`src/rtl/conv33_pkg.sv`:
```
// conv33_pkg: shared FSM states and parameter-memory address map for conv33_sched.
// No ports; imported by conv33_sched and conv33_raster_cnt.
package conv33_pkg;

    typedef enum logic [2:0] {IDLE, LOAD, STREAM, DRAIN, DONE} state_t;

    localparam logic [3:0] NUM_WEIGHTS      = 4'd9;
    localparam logic [3:0] PARAM_ADDR_BIAS  = 4'd9;
    localparam logic [3:0] PARAM_ADDR_SCALE = 4'd10;

endpackage

```
`src/rtl/conv33_raster_cnt.sv`:
```
// conv33_raster_cnt: raster row/column counter for 3x3 window top-left coordinates.
// Ports: clk, rst (async active-low), clear (zero both counters), advance (step one window),
//        row/col (current window), wrap (advance while on the last column), last (on final window).
module conv33_raster_cnt
    import conv33_pkg::*;
#(
    parameter int IMG_W = 28,
    parameter int IMG_H = 28
) (
    input  logic                       clk,
    input  logic                       rst,
    input  logic                       clear,
    input  logic                       advance,
    output logic [$clog2(IMG_H)-1:0]   row,
    output logic [$clog2(IMG_W)-1:0]   col,
    output logic                       wrap,
    output logic                       last
);

    localparam int RW = $clog2(IMG_H);
    localparam int CW = $clog2(IMG_W);
    localparam logic [CW-1:0] COL_END = CW'(IMG_W - 3);
    localparam logic [RW-1:0] ROW_END = RW'(IMG_H - 3);

    assign wrap = advance && col == COL_END;
    assign last = row == ROW_END && col == COL_END;

    always_ff @(posedge clk or negedge rst) begin
        if (!rst) begin
            row <= '0;
            col <= '0;
        end else if (clear) begin
            row <= '0;
            col <= '0;
        end else if (advance) begin
            col <= wrap ? '0 : col + CW'(1);
            row <= !wrap ? row : last ? '0 : row + RW'(1);
        end
    end

endmodule

```
`src/rtl/conv33_sched.sv`:
```
// conv33_sched: 3x3 convolution layer scheduler -- parameter load, credit-limited window
// streaming in raster order, result drain and completion pulse.
// Ports: clk, rst (async active-low), start/abort pulses; busy/done/err status;
//        param_rd_en/param_addr reads with load_*_en capture strobes one cycle later;
//        win_valid/win_ready/win_row/win_col window handshake; res_valid in, res_count out.
module conv33_sched
    import conv33_pkg::*;
#(
    parameter int IMG_W        = 28,
    parameter int IMG_H        = 28,
    parameter int MAX_INFLIGHT = 4
) (
    input  logic                                       clk,
    input  logic                                       rst,
    input  logic                                       start,
    input  logic                                       abort,
    output logic                                       busy,
    output logic                                       done,
    output logic                                       err,
    output logic                                       param_rd_en,
    output logic [3:0]                                 param_addr,
    output logic                                       load_weight_en,
    output logic                                       load_bias_en,
    output logic                                       load_scale_en,
    output logic                                       win_valid,
    input  logic                                       win_ready,
    output logic [$clog2(IMG_H)-1:0]                   win_row,
    output logic [$clog2(IMG_W)-1:0]                   win_col,
    input  logic                                       res_valid,
    output logic [$clog2((IMG_W-2)*(IMG_H-2)+1)-1:0]   res_count
);

    localparam int CNTW = $clog2((IMG_W - 2) * (IMG_H - 2) + 1);
    localparam logic [CNTW-1:0] RES_TOTAL = CNTW'((IMG_W - 2) * (IMG_H - 2));
    localparam logic [3:0] CREDITS   = 4'(MAX_INFLIGHT);
    localparam logic [3:0] LOAD_LAST = PARAM_ADDR_SCALE + 4'd1;

    state_t     state, state_nxt;
    logic [1:0] rst_pipe;
    logic       rst_sync;
    logic [3:0] lcnt, inflight;
    logic       xfer, wrap, last, spurious, res_ok, launch;

    // Reset asserts immediately but releases two edges later, so every flop
    // below leaves reset on a clean edge.
    always_ff @(posedge clk or negedge rst) begin
        if (!rst) rst_pipe <= 2'b00;
        else      rst_pipe <= {rst_pipe[0], 1'b1};
    end
    assign rst_sync = rst_pipe[1];

    assign win_valid = state == STREAM && inflight < CREDITS;
    assign xfer      = win_valid && win_ready;
    assign launch    = state == IDLE && start;
    assign spurious  = res_valid && inflight == 4'd0;
    assign res_ok    = res_valid && !spurious;

    conv33_raster_cnt #(.IMG_W(IMG_W), .IMG_H(IMG_H)) u_raster (
        .clk     (clk),
        .rst     (rst_sync),
        .clear   (launch),
        .advance (xfer),
        .row     (win_row),
        .col     (win_col),
        .wrap    (wrap),
        .last    (last)
    );

    always_ff @(posedge clk or negedge rst_sync) begin
        if (!rst_sync) state <= IDLE;
        else           state <= state_nxt;
    end

    // lcnt runs 0..11 in LOAD: reads on 0..10, and each capture strobe
    // fires on the count after its read because memory latency is one cycle.
    always_comb begin
        state_nxt      = state;
        busy           = state != IDLE;
        done           = state == DONE;
        param_rd_en    = state == LOAD && lcnt <= PARAM_ADDR_SCALE;
        param_addr     = param_rd_en ? lcnt : 4'd0;
        load_weight_en = state == LOAD && lcnt != 4'd0 && lcnt <= NUM_WEIGHTS;
        load_bias_en   = state == LOAD && lcnt == PARAM_ADDR_BIAS + 4'd1;
        load_scale_en  = state == LOAD && lcnt == LOAD_LAST;
        if (abort && state != IDLE) state_nxt = IDLE;
        else begin
            unique case (state)
                IDLE:    if (start) state_nxt = LOAD;
                LOAD:    if (lcnt == LOAD_LAST) state_nxt = STREAM;
                STREAM:  if (wrap && last) state_nxt = DRAIN;
                DRAIN:   if (res_count == RES_TOTAL) state_nxt = DONE;
                DONE:    state_nxt = IDLE;
                default: state_nxt = IDLE;
            endcase
        end
    end

    always_ff @(posedge clk or negedge rst_sync) begin
        if (!rst_sync) begin
            lcnt      <= 4'd0;
            inflight  <= 4'd0;
            res_count <= '0;
            err       <= 1'b0;
        end else begin
            lcnt <= state == LOAD ? lcnt + 4'd1 : 4'd0;
            if (launch) begin
                inflight  <= 4'd0;
                res_count <= '0;
                err       <= 1'b0;
            end else begin
                inflight <= inflight + {3'b000, xfer} - {3'b000, res_ok};
                if (res_ok && (state == STREAM || state == DRAIN) && res_count != RES_TOTAL)
                    res_count <= res_count + CNTW'(1);
                if (spurious) err <= 1'b1;
            end
        end
    end

endmodule

```
`config.mk`:
```
export PLATFORM = sky130hd
export DESIGN_NAME = conv33_sched
export DESIGN_NICKNAME = d
export VERILOG_FILES = /design/src/rtl/conv33_pkg.sv /design/src/rtl/conv33_raster_cnt.sv /design/src/rtl/conv33_sched.sv
export SDC_FILE = /design/constraint.sdc
export NUM_CORES = 1
export LEC_CHECK = 0
export BUFFER_PORTS_ARGS = -buffer_cell sky130_fd_sc_hd__buf_2
export CAP_MARGIN = 15
export CORE_MARGIN = 5
export CORE_UTILIZATION = 45
export DETAILED_ROUTE_END_ITERATION = 10
export GPL_TIMING_DRIVEN = 0
export PLACE_DENSITY = 0.67
export SLEW_MARGIN = 30
export SYNTH_ARGS = -nofsm -noshare
export SYNTH_HDL_FRONTEND = slang
export SYNTH_SLANG_ARGS = --single-unit
export TNS_END_PERCENT = 100
```
`constraint.sdc`:
```
create_clock -name clk -period 1.5 [get_ports clk]
set_clock_uncertainty 0.1 [all_clocks]
set_input_delay 0 -clock clk [delete_from_list [all_inputs] [get_ports clk]]
set_output_delay 0 -clock clk [all_outputs]
set_load 0.01 [all_outputs]
```
==> metrics.log <==
[metrics] total I/O pin count: 38
[metrics] Netlist cell types: 52
[metrics] Util after Layout: 72.0%
[metrics] global-route wire length before repair: 8.91 mm
[metrics] sequential cell area fraction in the yosys report: 41.8%
[metrics] crit path max fanout: 3
[metrics] Yosys top cell area share: 41.8%
[metrics] total nets after synthesis: 232
[metrics] worst IR drop on VDD: 671 uV
[metrics] number of design rule violations left after detail routing: 0
[metrics] number of detailed-route iterations in the first pass: 4
[metrics] Post-synth EDFFs: 0
[metrics] area of all placed cells without fillers: 3160 sq um
[metrics] biggest area consumer among synthesized cells: dfrtp_1
[metrics] cell types with the largest area share after synthesis: dfrtp_1 42%, ha_1 9.2%, a21oi_1 3.2%, nand2_1 2.8%, nor2_1 2.8%
[metrics] outcome: complete, but fails checks
[metrics] pin count of the biggest net entering global routing: 33
[metrics] clock slew at reported path FFs: 70 ps
[metrics] # Max-Cap Violations: 0
[metrics] number of antenna violations at the first check in global routing: 0
[metrics] Lkg Pwr: 0.00145 uW
[metrics] CTS tree: yes
[metrics] Worst-Margin Slew: 718 ps
[metrics] arrival time reported for the critical path endpoint: 2460 ps
[metrics] reg-to-reg critical path startpoint: inflight[2]
[metrics] CTS root buffer: clkbuf_8
[metrics] die area: 5970 sq um
[metrics] floorplan die height: 77.2 um
[metrics] Critical Path End Type: flop
[metrics] placed cell areas: 2390 sq um
[metrics] clock sink count: 34
[metrics] time the worst path needs with I/O delays and setup: 2330 ps
[metrics] required time at the worst-slack endpoint: 1630 ps
[metrics] worst-case headroom to the max-slew limit: 52.1%
[metrics] average detailed-routed wire length per instance: 16.4 um
[metrics] share of layout cells above drive strength 1: 56.7%
[metrics] via count of the first global-routing pass: 1808
[metrics] Total Routing Usage GR: 18.6%
[metrics] leading post-synthesis cells by instance count: 34 x dfrtp_1, 15 x ha_1, 15 x nand2_1, 15 x nor2_1
[metrics] Cell Area, Synth: 2030 sq um
[metrics] upper clock frequency limit: 0.428 GHz
[metrics] fraction of the cycle the final worst path needs: 156%
[metrics] number of max-slew violations in the final report: 0
[metrics] Routability Congestion: 0.799
[metrics] category of the critical setup timing path: reg2reg
[metrics] Starting Density: 46.4%
[metrics] Post-Syn Instances: 210
[metrics] ys async rst share: 100%
[metrics] maximum clock insertion buffer count: 2
[metrics] final antenna-violating net count: 0
[metrics] horizontal die dimension: 77.2 um
[metrics] beginning of the worst hold path: win_ready
[metrics] Final Setup Violations: 38
[metrics] CTS H-Tree Depth: 2
[metrics] worst hold path type: in2reg
[metrics] Top FF cell, synth: dfrtp_1
[metrics] dpl hpwl: 3.34 mm
[metrics] number of synthesized register bits: 34
[metrics] power density over cell area: 956 nW/um^2
[metrics] violations in the final reports: negative setup slack
[metrics] final worst-path setup slack: -834 ps
[metrics] GRT overflow: 0
[metrics] later-pin clock latency in the skew report: 290 ps
[metrics] drt initial violations: 45
[metrics] setup repair after global routing missed its margin: true
[metrics] detailed-route vias per instance: 5.52
[metrics] Post-Synthesis Mean Instance Area: 9.69 sq um
[metrics] count of input and output buffers: 37
[metrics] number of antenna repair diodes: 0
[metrics] number of placement rows: 24
[metrics] most frequent cell after synthesis: dfrtp_1
[metrics] detailed-route via count: 1904
[metrics] area delta synth->final: 55.2%
[metrics] Final Net Count: 314
[metrics] filler instances: 335
[metrics] number of buffers created by CTS: 5
[metrics] hold violation total from the final report: 0
[metrics] worst setup path startpoint: inflight[2]
[metrics] Core Box Area: 4380 sq um
[metrics] element type at the critical path start: flop
[metrics] count of synthesis-stage warnings from yosys: 0
[metrics] WL final: 5.67 mm
[metrics] Total Neg Setup Slack: -9310 ps
==> final cells by class <==
| cell class | count | area (sq um) | area share (%) |
|---|---|---|---|
| plain buffers | 5 | 63.8 | 2.02 |
| clock buffers | 7 | 76.3 | 2.42 |
| clock inverters | 1 | 30.0 | 0.951 |
| inverters | 14 | 55.1 | 1.74 |
| multi-input cells | 157 | 1420 | 45.1 |
| flip-flops and latches | 34 | 860 | 27.2 |
| well taps | 52 | 65.1 | 2.06 |
| repair buffers | 75 | 584 | 18.5 |
==> layer usage <==
layer  vias to the layer above  part of all wire [%]  track usage, %
li1                        924                     -               -
met1                       917                    42            22.6
met2                        55                    52            32.5
met3                         8                   4.1            3.63
met4                         0                   1.3            6.53
met5                         -                     0               0
==> cells by family (layout without fill, tap and decap cells) <==
family,Yosys count,in the layout,share of synthesized area (%)
other cells,1,1,0.184
mux,6,6,3.01
buf+inv,19,102,4.06
xor+xnor,4,4,1.72
fa+ha+maj,16,16,10.2
compound gates,38,38,11.9
flops,34,34,41.8
simple gates,92,92,27.1
==> worst max-delay path, cell delays in order, from the launching register on <==
cell and delay, ps:
dfrtp_1 370, inv_2 70, ha_4 140, or3b_4 370
and2_4 150, ha_4 250, inv_2 30, ha_4 150
fa_2 510, and2_1 110
==> what timing repair did <==
| action | 4_1_cts | 5_1_grt |
|---|---|---|
| pin swaps | 16 | 17 |
| gates resized for setup | 51 | 43 |
| hold buffers | 5 | 0 |
| cloned | 3 | 0 |
| hold endpoints to repair | 6 | 0 |
| setup buffers | 23 | 10 |
| setup endpoints to repair | 36 | 38 |
==> power by group <==
part	internal (uW)	switching, uW
Combinational	602	489
Clock	497	331
Sequential	1010	92.1
Total	2110	912
==> through the flow <==
stage	instances	total power, uW	setup slack (ps)	hold slack [ps]
floorplan	210	1670	-818	-396
global placement	299	1830	-926	-313
detailed placement	299	1840	-922	-308
CTS	338	2900	-834	15.1
global route	345	3190	-883	71.0
finish	345	3020	-834	55.8
==> final timing paths <==
check                                       end  slack, ps  cells past startpoint
worst max-delay path                inflight[1]       -830                      9
worst min-delay path            u_raster.col[2]         60                      4
worst max register to register      inflight[1]       -830                      9
worst min register to register  u_raster.row[3]        230                      0
max in group asynchronous          res_count[3]        570                      0
min in group asynchronous       u_raster.row[3]        230                      0
==> registers in the layout, summed over array words and instances, names as in the netlist <==
register      count
err               1
inflight          4
lcnt              4
res_count        10
rst_pipe          2
state             3
u_raster.col      5
u_raster.row      5
==> cells in the final DEF, fill, tap and decap left out, types with 3 or more instances in the layout <==
cell,count
nand2_2,3
inv_1,4
nor2_2,3
o21ai_1,4
and2_4,5
clkbuf_8,5
buf_4,19
dfrtp_2,7
dfrtp_1,27
nor2_4,4
dlygate4sd3_1,5
o31ai_1,3
and3_1,4
ha_1,8
nand2_1,9
nand2_4,3
nor2_1,9
inv_2,9
mux2i_1,4
or3_1,5
xnor2_1,3
buf_2,34
buf_6,18
a31o_1,3
a21oi_2,11
nor3b_1,4
nand3_2,6
ha_4,6
nand4_1,6
(Power assumes the default switching activity.)
